### src/rtl/reg_timer_if.sv
// Register-bank bus for reg_timer: config vector in, status vector and
// level interrupt out, plus the enable and the optional capture strobe.
interface reg_timer_if #(
  parameter int NUM_CFG    = 8,
  parameter int NUM_STATUS = 8,
  parameter int REG_WIDTH  = 8
);
  logic                            ena;
  logic [NUM_CFG*REG_WIDTH-1:0]    rw_regs;
  logic [NUM_STATUS*REG_WIDTH-1:0] ro_regs;
  logic                            capture_i;
  logic                            irq;

  modport master (
    output ena, rw_regs, capture_i,
    input  ro_regs, irq
  );

  modport slave (
    input  ena, rw_regs, capture_i,
    output ro_regs, irq
  );
endinterface

### src/rtl/reg_timer.sv
// reg_timer: register-mapped 16-bit prescaled timer / comparator.
// CFG0 CTRL {IRQ_EN,CLR,ONESHOT,EN}, CFG1 PRESCALE, CFG2/3 CMP.
// ST0/1 CNT, ST2 FLAGS {CAP,DONE,RUNNING,MATCH}, ST3 MATCH_CNT, ST4/5 CAP.
// Optional feature macro: REG_TIMER_CAPTURE_EN enables the synchronised
// capture_i input; without it ST4, ST5 and FLAGS[3] read 0.
module reg_timer #(
  parameter int NUM_CFG    = 8,
  parameter int NUM_STATUS = 8,
  parameter int REG_WIDTH  = 8
) (
  input  logic       clk,
  input  logic       rstb,
  reg_timer_if.slave bus
);

  localparam int CW = 2 * REG_WIDTH;

  typedef enum logic [1:0] {
    IDLE = 2'd0,
    RUN  = 2'd1,
    DONE = 2'd2
  } state_t;

  // Saturating increment for the match counter.
  function automatic logic [REG_WIDTH-1:0] sat_inc(input logic [REG_WIDTH-1:0] v);
    return (&v) ? v : v + 1'b1;
  endfunction

  // Config decode (sampled live, no shadowing)
  logic [REG_WIDTH-1:0] cfg_ctrl;
  logic [REG_WIDTH-1:0] cfg_prescale;
  logic [CW-1:0]        cfg_cmp;
  logic                 cfg_en;
  logic                 cfg_oneshot;
  logic                 cfg_clr;
  logic                 cfg_irq_en;

  assign cfg_ctrl     = bus.rw_regs[0 +: REG_WIDTH];
  assign cfg_prescale = bus.rw_regs[REG_WIDTH +: REG_WIDTH];
  assign cfg_cmp      = {bus.rw_regs[3*REG_WIDTH +: REG_WIDTH],
                         bus.rw_regs[2*REG_WIDTH +: REG_WIDTH]};
  assign cfg_en       = cfg_ctrl[0];
  assign cfg_oneshot  = cfg_ctrl[1];
  assign cfg_clr      = cfg_ctrl[2];
  assign cfg_irq_en   = cfg_ctrl[3];

  // Upper CTRL bits and CFG4+ are don't-care.
  logic unused_rw;
  assign unused_rw = ^bus.rw_regs;

  // Timer state
  state_t               state;
  logic [CW-1:0]        cnt;
  logic [REG_WIDTH-1:0] presc;
  logic                 match_flag;
  logic [REG_WIDTH-1:0] match_cnt;
  logic                 clr_d;
  logic                 irq_r;
  logic                 cap_flag;
  logic [CW-1:0]        cap_val;

  logic                 clr_pulse;
  logic                 run_active;
  logic                 tick;
  logic                 hit;
  logic [CW-1:0]        cnt_nxt;
  logic                 match_nxt;

  assign clr_pulse  = cfg_clr & ~clr_d;
  assign run_active = (state == RUN) && cfg_en;
  assign tick       = run_active && (presc == cfg_prescale);
  assign hit        = (cnt == cfg_cmp);

  // Next counter / sticky match values; clear beats tick and match.
  always_comb begin
    cnt_nxt   = cnt;
    match_nxt = match_flag;
    if (clr_pulse) begin
      cnt_nxt   = '0;
      match_nxt = 1'b0;
    end else if (tick) begin
      if (hit) begin
        cnt_nxt   = cfg_oneshot ? cnt : '0;
        match_nxt = 1'b1;
      end else begin
        cnt_nxt = cnt + 1'b1;
      end
    end
  end

  // FSM, prescaler, counter, match bookkeeping and registered irq.
  always_ff @(posedge clk or negedge rstb) begin
    if (!rstb) begin
      state      <= IDLE;
      cnt        <= '0;
      presc      <= '0;
      match_flag <= 1'b0;
      match_cnt  <= '0;
      clr_d      <= 1'b0;
      irq_r      <= 1'b0;
    end else if (bus.ena) begin
      clr_d      <= cfg_clr;
      cnt        <= cnt_nxt;
      match_flag <= match_nxt;
      irq_r      <= match_nxt & cfg_irq_en;

      if (clr_pulse) begin
        presc     <= '0;
        match_cnt <= '0;
      end else if (tick) begin
        presc <= '0;
        if (hit) match_cnt <= sat_inc(match_cnt);
      end else if (run_active) begin
        presc <= presc + 1'b1;
      end

      case (state)
        IDLE: if (cfg_en) state <= RUN;
        RUN: begin
          if (!cfg_en)                                         state <= IDLE;
          else if (tick && hit && cfg_oneshot && !clr_pulse)   state <= DONE;
        end
        DONE: if (!cfg_en || clr_pulse) state <= IDLE;
        default: state <= IDLE;
      endcase
    end
  end

`ifdef REG_TIMER_CAPTURE_EN
  logic cap_s1;
  logic cap_s2;
  logic cap_s3;
  logic cap_rise;

  assign cap_rise = cap_s2 & ~cap_s3;

  // Two-flop synchroniser, edge detect and capture register.
  always_ff @(posedge clk or negedge rstb) begin
    if (!rstb) begin
      cap_s1   <= 1'b0;
      cap_s2   <= 1'b0;
      cap_s3   <= 1'b0;
      cap_flag <= 1'b0;
      cap_val  <= '0;
    end else if (bus.ena) begin
      cap_s1 <= bus.capture_i;
      cap_s2 <= cap_s1;
      cap_s3 <= cap_s2;
      if (clr_pulse) begin
        cap_flag <= 1'b0;
      end else if (cap_rise) begin
        cap_val  <= cnt_nxt;
        cap_flag <= 1'b1;
      end
    end
  end
`else
  logic unused_cap;
  assign unused_cap = bus.capture_i;
  assign cap_flag   = 1'b0;
  assign cap_val    = '0;
`endif

  // Status vector: straight wiring of the state flops.
  always_comb begin
    logic [REG_WIDTH-1:0] flags;
    flags    = '0;
    flags[0] = match_flag;
    flags[1] = (state == RUN);
    flags[2] = (state == DONE);
    flags[3] = cap_flag;
    bus.ro_regs                          = '0;
    bus.ro_regs[0 +: REG_WIDTH]           = cnt[REG_WIDTH-1:0];
    bus.ro_regs[REG_WIDTH +: REG_WIDTH]   = cnt[CW-1:REG_WIDTH];
    bus.ro_regs[2*REG_WIDTH +: REG_WIDTH] = flags;
    bus.ro_regs[3*REG_WIDTH +: REG_WIDTH] = match_cnt;
    bus.ro_regs[4*REG_WIDTH +: REG_WIDTH] = cap_val[REG_WIDTH-1:0];
    bus.ro_regs[5*REG_WIDTH +: REG_WIDTH] = cap_val[CW-1:REG_WIDTH];
  end

  assign bus.irq = irq_r;

endmodule
### src/flat_wrapper.sv
// flat-port wrapper written by rule: the top's interface ports become plain ports
module reg_timer_flat 
#(
  parameter int NUM_CFG    = 8,
  parameter int NUM_STATUS = 8,
  parameter int REG_WIDTH  = 8
)
  (clk, rstb, bus_ena, bus_rw_regs, bus_capture_i, bus_ro_regs, bus_irq);
  reg_timer_if #(.NUM_CFG(NUM_CFG), .NUM_STATUS(NUM_STATUS), .REG_WIDTH(REG_WIDTH)) bus_i ();
  input  logic clk;
  input  logic rstb;
  input wire logic [$bits(bus_i.ena)-1:0] bus_ena;
  input wire logic [$bits(bus_i.rw_regs)-1:0] bus_rw_regs;
  input wire logic [$bits(bus_i.capture_i)-1:0] bus_capture_i;
  output wire logic [$bits(bus_i.ro_regs)-1:0] bus_ro_regs;
  output wire logic [$bits(bus_i.irq)-1:0] bus_irq;
  assign bus_i.ena = bus_ena;
  assign bus_i.rw_regs = bus_rw_regs;
  assign bus_i.capture_i = bus_capture_i;
  assign bus_ro_regs = bus_i.ro_regs;
  assign bus_irq = bus_i.irq;
  reg_timer #(.NUM_CFG(NUM_CFG), .NUM_STATUS(NUM_STATUS), .REG_WIDTH(REG_WIDTH)) u_core (.clk(clk), .rstb(rstb), .bus(bus_i));
endmodule
### config.mk
export PLATFORM = sky130hd
export DESIGN_NAME = reg_timer_flat
export DESIGN_NICKNAME = d
export VERILOG_FILES = /design/src/rtl/reg_timer_if.sv /design/src/rtl/reg_timer.sv /design/src/flat_wrapper.sv
export SDC_FILE = /design/constraint.sdc
export NUM_CORES = 1
export LEC_CHECK = 0
export ABC_AREA = 0
export CAP_MARGIN = 30
export CORE_MARGIN = 3
export CORE_UTILIZATION = 37
export CTS_BUF_LIST = sky130_fd_sc_hd__clkbuf_4 sky130_fd_sc_hd__clkbuf_8 sky130_fd_sc_hd__clkbuf_16
export CTS_CLUSTER_DIAMETER = 200
export DETAILED_ROUTE_END_ITERATION = 8
export PLACE_DENSITY = 0.81
export SETUP_SLACK_MARGIN = 0.1
export SYNTH_ARGS = -nofsm -noshare
export SYNTH_HDL_FRONTEND = slang
export SYNTH_SLANG_ARGS = --single-unit
### constraint.sdc
create_clock -name clk -period 2.19 [get_ports clk]
set_clock_uncertainty 0.05 [all_clocks]
set_input_delay 0.5475 -clock clk [delete_from_list [all_inputs] [get_ports clk]]
set_output_delay 0.5475 -clock clk [all_outputs]
set_load 0.005 [all_outputs]
==> impl_metrics.csv <==
group,metric,value,unit
status,status,"finished, final reports clean",
detailed_routing,viasPerCell,5.17,
synthesis,synth_cell_types,51,
critical_path,critPathArrivalTime,2.36,ns
sta,timing.final.ws_setup,0.000939,ns
final_layout,final_nets,471,
placed_design,port_buffers,58,
run,drv_cap,0,
synthesis,ys.flop_type,"dfrtp_1",
synthesis,synth_compound_area_share,14.7,%
sta,final_max_slew_viol_count,0,
final_layout,final_common_cell,"buf_4",
synthesis,syn-instance-count,289,
final_layout,n_fill_cell,525,
power,powerDensity,566,nW/um^2
global_route,grt_pass1_vias,2482,
synthesis,synthDominantCellAreaShare,35.6,%
critical_path,cp_max_fo,6,
critical_path,cp.required,2.36,ns
detailed_routing,num_vias,2553,
sta,grt_setup_unrepaired,"yes",
sta,hold_viol,0,
final_layout,final_cell_mix,"buf_4, conb_1, dfrtp_1",
clocking,insertion_delay,0.29,ns
sta,max_freq,0.457,GHz
sta,finalCritPeriodShare,100,%
clocking,clkSinkCount,37,
synthesis,synth_area_leaders,"dfrtp_1, buf_4, xnor2_1",
synthesis,ys_async_sr_fraction,100,%
synthesis,synth-xor-area-share,10.1,%
global_route,grt_antenna_before_repair,0,
hold_path,hp-class,"reg2reg",
clocking,numCtsBuffers,5,
global_route,grt_pass1_wl,11.7,mm
sta,min_period,2.19,ns
global_route,grt_max_degree,38,
power,ir_drop,398,uV
detailed_routing,first_pass_iters,4,
clocking,tritoncts,"yes",
floorplanning,dieArea,8080,um^2
clocking,cts_root_buf,"clkbuf_8",
detailed_routing,drt-initial-drc-count,133,
synthesis,synth_top_family_by_area,"simple AND/OR/NAND/NOR gates",
detailed_routing,wirelength,7.56,mm
detailed_routing,drc_errors,0,
synthesis,synth_edf_count,0,
global_route,track_usage,17.3,%
clocking,h-tree-depth,2,
final_layout,n_antenna_cell,0,
detailed_routing,drtAntennaViolNets,0,
detailed_routing,drt-wirelength-per-cell,15.3,um
floorplanning,rows,29,
global_route,grt_overflow,0,
synthesis,ys_warn_count,0,
synthesis,synth_area,2600,um^2
final_layout,drive_gt1_share,34.2,%
floorplanning,ios,133,
final_layout,area_growth,53.3,%
floorplanning,core,6570,um^2
clocking,hold_buffers,0,
floorplanning,die_h,89.9,um
floorplanning,initial_core_util,39.6,%
clocking,clk_pin_slew,0.07,ns
power,leakage,1.70,nW
floorplanning,die_w,89.9,um
sta,setup_viol,0,
critical_path,cp-start-kind,"primary input",
clocking,cts_max_path_buffers,2,
synthesis,ys_seq_area_share,35.6,%
critical_path,end_kind,"flop",
synthesis,yosysTopAreaCell,"dfrtp_1",
placed_design,place.gp.congestion,0.805,
synthesis,syn_avg_cell_area,9.01,um^2
critical_path,critPathKind,"in2reg",
synthesis,synthMuxAreaShare,1.63,%
placed_design,hpwl,5.23,mm
placed_design,dpl_worst_slack,-0.664,ns
synthesis,synthAdderAreaFrac,1.44,%
placed_design,place_area,3530,um^2
final_layout,fin_area,3990,um^2
synthesis,synth-simple-area-share,22.8,%
synthesis,ys_ff_latch,37,
==> critical path, cell delays in order <==
cell           delay, ns
dlygate4sd2_1       0.26
xnor2_2             0.18
nand2_2             0.10
nor4_4              0.31
o2111ai_2           0.21
buf_6               0.19
or4_4               0.41
a21oi_2             0.15
==> repair_timing <==
| action | CTS | global route |
|---|---|---|
| buffers inserted | 5 | 5 |
| gates resized for setup | 72 | 46 |
| cloned | 1 | 1 |
| endpoints found under the setup margin | 28 | 23 |
| hold endpoints to repair | 0 | 0 |
| pin swaps | 35 | 24 |
==> layout make-up <==
cell class / instances / area [um^2] / share of cell area (%)
timing repair buffer: 114 / 982 / 24.6
tap: 93 / 116 / 2.92
multi-input combinational: 236 / 1810 / 45.3
inverter: 6 / 22.5 / 0.564
clock buffer: 5 / 68.8 / 1.72
clock inverter: 3 / 65.1 / 1.63
sequential: 37 / 928 / 23.3
==> metal layers <==
layer | routed length, um | share of wire [%] | up-vias | global-route usage [%]
li1 | - | - | 1190 | -
met1 | 3040 | 40 | 1238 | 21.6
met2 | 3900 | 52 | 105 | 30.2
met3 | 450 | 6.0 | 20 | 3.09
met4 | 163 | 2.2 | 0 | 5.87
met5 | 0 | 0 | - | 0
==> power by group <==
part	internal, mW	total [mW]	switching (mW)	leakage (nW)
combinational	0.380	0.705	0.326	1.14
clock	0.452	0.701	0.249	0.0681
sequential	0.759	0.852	0.0934	0.498
==> stage by stage <==
step	setup TNS (ns)	hold slack, ns	total power [mW]	std cells	util [%]
3_3_place_gp	-13.88	0.440	1.47	475	53.7
6_report	0	0.482	2.26	494	60.8
4_1_cts	-0.117	0.472	2.20	488	57.5
3_5_place_dp	-15.19	0.459	1.50	475	53.7
5_1_grt	-0.451	0.500	2.38	494	60.8
2_1_floorplan	0	0.202	1.20	325	-
==> Yosys cell counts, types with 2 or more instances <==
cell,n
buf_4,38
dfrtp_1,37
xnor2_1,24
nand2_1,20
o21ai_0,19
nor2_1,17
nand3_1,16
a21oi_1,12
nand4_1,11
o31ai_1,10
or4_1,8
inv_1,6
xor2_1,6
nand2b_1,5
o211ai_1,5
and3_1,4
clkbuf_1,4
a31oi_1,3
buf_2,3
ha_1,3
nor2b_1,3
mux2_2,2
mux2i_1,2
nand3b_1,2
nor4_4,2
or3_1,2
==> kinds of logic after synthesis <==
family / after synthesis
compound gates: 58
xor+xnor: 30
other cells: 1
fa+ha+maj: 3
flops: 37
mux: 4
simple gates: 103
buf+inv: 53
==> worst paths after layout <==
check | start | depth (start not counted) | endpoint | slack [ns]
setup / recovery | bus_rw_regs[13] | 8 | u_core.cnt[5] | 0.0009
hold / removal | u_core.match_flag | 2 | u_core.match_flag | 0.48
setup reg to reg | u_core.cnt[3] | 7 | u_core.cnt[15] | 0.03
hold reg to reg | u_core.match_flag | 2 | u_core.match_flag | 0.48
max in group asynchronous | rstb | 2 | u_core.cnt[14] | 1.09
min in group asynchronous | rstb | 2 | u_core.match_cnt[4] | 0.64
==> sequential cells by signal, indices dropped and copies added, names as in the netlist <==
name / flops
u_core.state: 2
u_core.cnt: 16
u_core.match_cnt: 8
u_core.match_flag: 1
u_core.bus.irq: 1
u_core.clr_d: 1
u_core.presc: 8
(Power assumes the default switching activity.)
